$ cat src/rtl/ncc_pkg.sv
// ncc_pkg: score type, most-negative constant and peak-finder states shared by the NCC stages
package ncc_pkg;
    localparam int SCORE_W = 32;
    typedef logic signed [SCORE_W-1:0] score_t;
    localparam score_t SCORE_MIN = {1'b1, {(SCORE_W-1){1'b0}}};
    typedef enum logic [1:0] {IDLE, SCAN, DONE} peak_state_t;
endpackage

$ cat src/rtl/ncc_peak_finder_raster_counter.sv
// raster_counter: x/y raster position counter with clear, enable, wrap and last-position flag
module raster_counter #(
    parameter int NUM_X = 65,
    parameter int NUM_Y = 1,
    localparam int XW = (NUM_X > 1) ? $clog2(NUM_X) : 1,
    localparam int YW = (NUM_Y > 1) ? $clog2(NUM_Y) : 1
) (
    input  logic          clk,
    input  logic          rst,
    input  logic          clear,
    input  logic          en,
    output logic [XW-1:0] x,
    output logic [YW-1:0] y,
    output logic          last
);
    localparam logic [XW-1:0] X_MAX = XW'(NUM_X - 1);
    localparam logic [YW-1:0] Y_MAX = YW'(NUM_Y - 1);
    assign last = (x == X_MAX) && (y == Y_MAX);
    // advance in raster order; y wraps explicitly so non-power-of-two heights work
    always_ff @(posedge clk) begin
        if (rst || clear) begin
            x <= '0;
            y <= '0;
        end else if (en) begin
            x <= (x == X_MAX) ? '0 : x + 1'b1;
            if (x == X_MAX) y <= last ? '0 : y + 1'b1;
        end
    end
endmodule

$ cat src/rtl/ncc_peak_finder.sv
// ncc_peak_finder: tracks the best NCC score and its offset per search; NCC_SECOND_PEAK_EN adds runner-up tracking
module ncc_peak_finder
    import ncc_pkg::*;
#(
    parameter int NUM_X = 65,
    parameter int NUM_Y = 1,
    localparam int XW = (NUM_X > 1) ? $clog2(NUM_X) : 1,
    localparam int YW = (NUM_Y > 1) ? $clog2(NUM_Y) : 1
) (
    input  logic                      clk,
    input  logic                      rst,
    input  logic                      start,
    input  logic                      score_valid,
    output logic                      score_ready,
    input  logic signed [SCORE_W-1:0] score,
    output logic                      busy,
    output logic                      peak_valid,
    output logic signed [SCORE_W-1:0] peak_score,
    output logic        [XW-1:0]      peak_x,
    output logic        [YW-1:0]      peak_y,
    output logic signed [SCORE_W-1:0] second_score
);
    peak_state_t   state, next_state;
    score_t        best;
    logic [XW-1:0] x, best_x;
    logic [YW-1:0] y, best_y;
    logic          last, xfer, begin_scan;

    assign begin_scan = (state == IDLE) && start;
    assign xfer       = score_valid && score_ready;

    raster_counter #(.NUM_X(NUM_X), .NUM_Y(NUM_Y)) u_cnt (
        .clk(clk), .rst(rst), .clear(begin_scan), .en(xfer), .x(x), .y(y), .last(last)
    );

    // state register
    always_ff @(posedge clk) state <= rst ? IDLE : next_state;

    // next state: start only matters in IDLE, the final raster transfer ends the scan
    always_comb begin
        next_state = (state == IDLE) ? (start ? SCAN : IDLE) :
                     (state == SCAN) ? ((xfer && last) ? DONE : SCAN) : IDLE;
    end

    // handshake and status outputs
    always_comb begin
        score_ready = (state == SCAN);
        busy        = (state != IDLE);
    end

    // running best; strict compare keeps the earliest position on ties
    always_ff @(posedge clk) begin
        if (rst || begin_scan) begin
            best   <= SCORE_MIN;
            best_x <= '0;
            best_y <= '0;
        end else if (xfer && score > best) begin
            best   <= score;
            best_x <= x;
            best_y <= y;
        end
    end

    // publish the result in DONE and hold it until the next search completes
    always_ff @(posedge clk) begin
        if (rst) begin
            peak_valid <= 1'b0;
            peak_score <= SCORE_MIN;
            peak_x     <= '0;
            peak_y     <= '0;
        end else begin
            peak_valid <= (state == DONE);
            if (state == DONE) begin
                peak_score <= best;
                peak_x     <= best_x;
                peak_y     <= best_y;
            end
        end
    end

`ifdef NCC_SECOND_PEAK_EN
    score_t second;
    // runner-up: a displaced best drops to second, otherwise a strictly larger score replaces it
    always_ff @(posedge clk) begin
        if (rst || begin_scan) second <= SCORE_MIN;
        else if (xfer) second <= (score > best) ? best : (score > second) ? score : second;
    end
    // publish the runner-up alongside the peak
    always_ff @(posedge clk) begin
        if (rst) second_score <= SCORE_MIN;
        else if (state == DONE) second_score <= second;
    end
`else
    assign second_score = SCORE_MIN;
`endif
endmodule

$ cat config.mk
export PLATFORM = sky130hd
export DESIGN_NAME = ncc_peak_finder
export DESIGN_NICKNAME = d
export VERILOG_FILES = /design/src/rtl/ncc_pkg.sv /design/src/rtl/ncc_peak_finder_raster_counter.sv /design/src/rtl/ncc_peak_finder.sv
export SDC_FILE = /design/constraint.sdc
export NUM_CORES = 1
export LEC_CHECK = 0
export CAP_MARGIN = 20
export CELL_PAD_IN_SITES_DETAIL_PLACEMENT = 1
export CELL_PAD_IN_SITES_GLOBAL_PLACEMENT = 2
export CORE_AREA = 2 2 114 226
export DETAILED_ROUTE_END_ITERATION = 10
export DIE_AREA = 0 0 116 228
export GPL_ROUTABILITY_DRIVEN = 0
export MAX_ROUTING_LAYER = met4
export PLACE_DENSITY_LB_ADDON = 0.1
export SETUP_SLACK_MARGIN = 0.02
export SLEW_MARGIN = 30
export SYNTH_ARGS = -nofsm -noshare
export SYNTH_HDL_FRONTEND = slang
export SYNTH_HIERARCHICAL = 1
export SYNTH_SLANG_ARGS = --single-unit
$ cat constraint.sdc
create_clock -name clk -period 2.15 [get_ports clk]
set_input_delay 0.3225 -clock clk [delete_from_list [all_inputs] [get_ports clk]]
set_output_delay 0.3225 -clock clk [all_outputs]
set_load 0.02 [all_outputs]
* After elaboration in Yosys (flattened, before gate mapping)
Index checks and enable logic that the tools add are counted.
** Cells by class
- Divide/modulo/power cells :: 0
- $mul :: 0
- Eq/ne operators :: 3
- Muxes and demuxes :: 6
- Reductions and logical operators :: 9
- Shifts and indexed selects :: 0
- $add $sub $neg :: 2
- Magnitude comparators :: 1
- Bitwise logic cells :: 1
** Operators by type and width (number)
- > comparator 32 bit :: 1
- adder 7 x 1 -> 7 bit (second input constant) :: 1
- equality test 7 bit (second input constant) :: 1
- two-way mux 7 bit :: 1
- two-way mux 2 bit :: 3
- logical AND 1 bit :: 5
- equality test 2 x 1 -> 1 bit (second input constant) :: 1
- equality test 2 bit (second input constant) :: 1
- logical NOT 2 bit :: 1
- two-way mux 1 bit :: 2
- AND reduction 2 bit :: 1
- nonzero test 2 bit :: 1
- adder 1 bit (second input constant) :: 1
- logical OR 1 bit :: 1
- inverter 1 bit :: 1
** Storage, ports and cells
- Bits in latches :: 0
- Memory bits (read-only) :: 0
- Output and inout bits :: 75
- RAM bits :: 0
- Bits in registers :: 91
- Memories :: 0

* Longest topological paths before layout
- Word-level depth :: 6
- Mapped depth :: 11
- Mapped depth without buffers :: 8

* Cells and area by module
The synthesis kept the hierarchy.
** Modules (own cells, without submodules)
- ncc_peak_finder :: sequential area each 1661.6 um2, instances 1, cells each 841, area each 6886.6 um2
- raster_counter :: sequential area each 160.2 um2, instances 1, cells each 48, area each 404.1 um2

* Least setup slack after synthesis
OpenSTA, ideal clock, no wires.
- Kind :: reg-to-reg
- Start point :: register state[0]
- End point :: register u_cnt.x[6]
- Period minus slack after synthesis :: 2.434 ns
- Library setup time :: 0.087 ns
- Path slack :: -0.284 ns
- Data arrival time :: 2.347 ns
- Cell stages (with the launch flop) :: 9
- Buffers on the path :: 3
- Data required time :: 2.063 ns
- Cell sequence :: dfxtp_1 nor2b_1 and2_1 clkbuf_1 buf_1 buf_2 nand4_1 or4_1 o31ai_1
** RTL lines
- from (decl) :: line ncc_peak_finder.sv:23 : peak_state_t state, next_state;
- from (signal assigned) :: line ncc_peak_finder.sv:37 : always_ff @(posedge clk) state <= rst ? IDLE : next_state;
- equality test 2 x 1 -> 1 bit :: line ncc_peak_finder.sv:47 : score_ready = (state == SCAN);
- named net score_ready :: line ncc_peak_finder.sv:14 : output logic score_ready,
- logical AND 1 bit :: line ncc_peak_finder.sv:30 : assign xfer = score_valid && score_ready;
- named net xfer :: line ncc_peak_finder.sv:27 : logic last, xfer, begin_scan;
- to (signal assigned) :: line ncc_peak_finder_raster_counter.sv:25 : x <= (x == X_MAX) ? '0 : x + 1'b1;
- to (decl) :: line ncc_peak_finder_raster_counter.sv:12 : output logic [XW-1:0] x,
The timed path passes the listed nets, and every way through them passes these cells.
A chain may end at the register's enable or synchronous reset.

* Final worst setup path
- Start point :: register best[23]
- End point :: register best[1]
** Between the ends
- Word-level cells in the longest chain between the ends :: 2
** RTL lines
- from (decl) :: line ncc_peak_finder.sv:24 : score_t best;
- from (signal assigned) :: line ncc_peak_finder.sv:58 : best <= score;
- > comparator 32 bit :: line ncc_peak_finder.sv:57 : end else if (xfer && score > best) begin
- logical AND 1 bit :: line ncc_peak_finder.sv:57
Every way passes these cells.

==> impl_metrics.tcl <==
set metrics [dict create \
    async_flop_share_pct 0 \
    synthTopCellsByCount "nand2_1 (96), dfxtp_1 (91), nor3b_1 (76)" \
    fin_skew_ns 0.00722 \
    cp_slowest_cell "or4_4" \
    netSwitchingFraction_pct 32.5 \
    clkSinkCount 91 \
    tritoncts "built" \
    dpl.hpwl_um 19400 \
    dp_cells 1349 \
    cts.path.max_buffers 2 \
    final-seq-area_sq_mm 0.00184 \
    comb_power_share_pct 28.4 \
    fp.dieArea_sq_mm 0.0264 \
    p_int_uw 3190 \
    yosysTopAreaCellShare_pct 25.0 \
    slowest_delay_ns 0.60 \
    power_density_mw_per_mm2 434 \
    yosysWarnings 6 \
    core_sq_mm 0.0248 \
    start_util_pct 29.4 \
    p_leak_uw 0.00365 \
    cts-buffers-inserted 9 \
    antenna_found_initial 0 \
    use_met3_pct 2.52 \
    met2_usage_pct 37.6 \
    worstPathRequired_ns 2.40 \
    busiest_layer "met2" \
    yosys.area.top_type "dfxtp_1" \
    fmax_mhz 373 \
    root_buffer "clkbuf_16" \
    multi_input_area_sq_mm 0.00556 \
    synth_edf_count 0 \
    worstMarginPinSlew_ns 0.689 \
    status "finished with violations" \
    drc_errors 0 \
    fin_nets 1124 \
    n_antenna_cell 0 \
    max-slew-margin-rel_pct 54.1 \
    layout_setup_ws_ns -0.528 \
    clkTransAtPathRegs_ns 0.07 \
    die_x_um 116 \
    hold_class "primary input to flop" \
    met1_usage_pct 25.7 \
    finalHoldViolCount 0 \
    path_delay_family "simple AND/OR/NAND/NOR gates" \
    grt.total_usage_pct 22.2 \
    cap_violations 0 \
    switchingPower_uw 1540 \
    post-layout-total-power_uw 4730 \
    instances_no_fill 1394 \
    cp.arrival_ns 2.93 \
    crit_path_end_kind "flop" \
    drive_gt1_share_pct 37.3 \
    cp_max_fo 17 \
    synth.distinct_cells 57 \
    ios 111 \
    maxSlewViolCount 0 \
    setup_viol 40 \
    via_per_inst 5.53 \
    crit_type "flop to flop" \
    grt_pass1_wl_um 44400 \
    peakVddDrop_uv 292 \
    synth.most_common_cell "nand2_1" \
    overflow 0 \
    yosysSeqAreaShare_pct 25.0 \
    rsz0062_at_grt "yes" \
    post-route-period-util_pct 125 \
    synthFlopType "dfxtp_1" \
    path_buf_inv 4 \
    routed_wirelength_um 29700 \
    first_iter_violations 345 \
    std_cell_rows 82 \
    grt_pass1_vias 7926 \
    num-fill-cells 2874 \
    clockPowerShare_pct 35.2 \
    avgSynthCellArea_sq_um 8.20 \
    holdBufCountCts 0 \
    wire_per_inst_um 21.3 \
    drtPass1Iterations 5 \
    clk_latency_ns 0.38 \
    ys_top_cells_by_area "dfxtp_1 (25%), a221oi_2 (8.0%), nor3b_1 (7.8%)" \
    netlist_instances 889 \
    start_kind "flop" \
    seqPwrFrac_pct 36.4 \
    synth_area_sq_mm 0.00729 \
    die_height_um 228 \
    ys_seq_elements 91 \
    ant_nets 0 \
    syn_to_final_growth_pct 49.6 \
    cts_max_level 3 \
    path_cells "inv_4 > ha_4 > nand4_1 > buf_6 > or4_4 > o21ai_4 > buf_12 > clkbuf_16 > nor3b_1 > a221oi_2 > o221ai_1" \
    grt_max_degree 57 \
    vias 7708 \
    violations "setup timing" \
    period_needed_ns 2.68 \
    portBuffers 78 \
]
## power groups by stage
stage / Clock, uW / Combinational (uW) / Sequential, uW
floorplan: 0 / 611 / 1750
global placement: 0 / 1070 / 1760
detailed placement: 0 / 1080 / 1760
CTS: 1720 / 1210 / 1720
global route: 1760 / 1420 / 1720
finish: 1670 / 1340 / 1720
## sequential cells by signal, summed over array words and instances (netlist names)
| register | cells |
|---|---|
| best | 32 |
| best_x | 7 |
| best_y | 1 |
| peak_score | 32 |
| peak_valid | 1 |
| peak_x | 7 |
| peak_y | 1 |
| state | 2 |
| u_cnt/x | 7 |
| u_cnt/y | 1 |
## layer usage
layer | up-vias | part of all wire [%]
met5 | - | 0
met4 | 0 | 3.1
met3 | 49 | 2.1
met2 | 137 | 54
met1 | 3882 | 41
li1 | 3640 | -
## repair_timing
| item | in CTS | in global routing |
|---|---|---|
| cloned | 3 | 7 |
| setup buffers | 8 | 12 |
| resized for setup | 62 | 64 |
| setup endpoints to repair | 40 | 40 |
| endpoints found under the hold margin | 0 | 0 |
| pin swaps | 4 | 34 |
## logic make-up after synthesis
kind of cell | synth area share (%)
adders and majority gates | 5.83
AOI/OAI and AO/OA | 27.9
DFF | 25.0
and+or+nand+nor | 29.0
xor gates and xnor gates | 0.240
other | 0.103
buffers and inverters | 11.9
muxes | 0.137
## final cells by class
type | instances | share of cell area, %
multi-input cells | 659 | 51.0
clock inverters | 3 | 0.367
clock buffers | 12 | 2.17
well taps | 336 | 3.86
flip-flops and latches | 91 | 16.8
repair buffers | 257 | 24.5
inverters | 36 | 1.26
## placed cells by master, fill, tap and decap left out, drive strengths merged, types with 36 or more instances in the layout
master / count
a21oi: 57
a221oi: 40
a22oi: 39
buf: 174
clkdlybuf4s50: 65
dfxtp: 91
inv: 36
nand2: 96
nor3b: 76
o2111ai: 38
## stage by stage
step	setup TNS, ns	hold WS [ns]	setup slack [ns]	cell area (sq um)	util [%]
floorplan	-4.45	0.419	-0.117	7730	-
global placement	-39.99	0.441	-1.05	9620	38.7
detailed placement	-41.05	0.449	-1.08	9620	38.7
CTS	-16.61	0.376	-0.490	10300	41.5
global route	-21.95	0.408	-0.586	10900	43.9
finish	-18.86	0.384	-0.528	10900	43.9
## worst reg2reg max path: cells and delay by family (launching register included)
family                     cells  cell delay, ns
and+or+nand+nor                3            0.78
AOI/OAI and AO/OA              3            0.58
buffers and inverters          4            0.57
adders and majority gates      1            0.26
DFF                            1            0.36
## final timing paths
check,start,endpoint,slack [ns],cells past startpoint
setup / recovery,best[23],best[1],-0.53,11
hold reg to reg,peak_score[20],peak_score[20],0.45,2
hold / removal,rst,state[0],0.38,3
setup reg to reg,best[23],best[1],-0.53,11
Note: power is estimated with default switching activity, not from simulation.
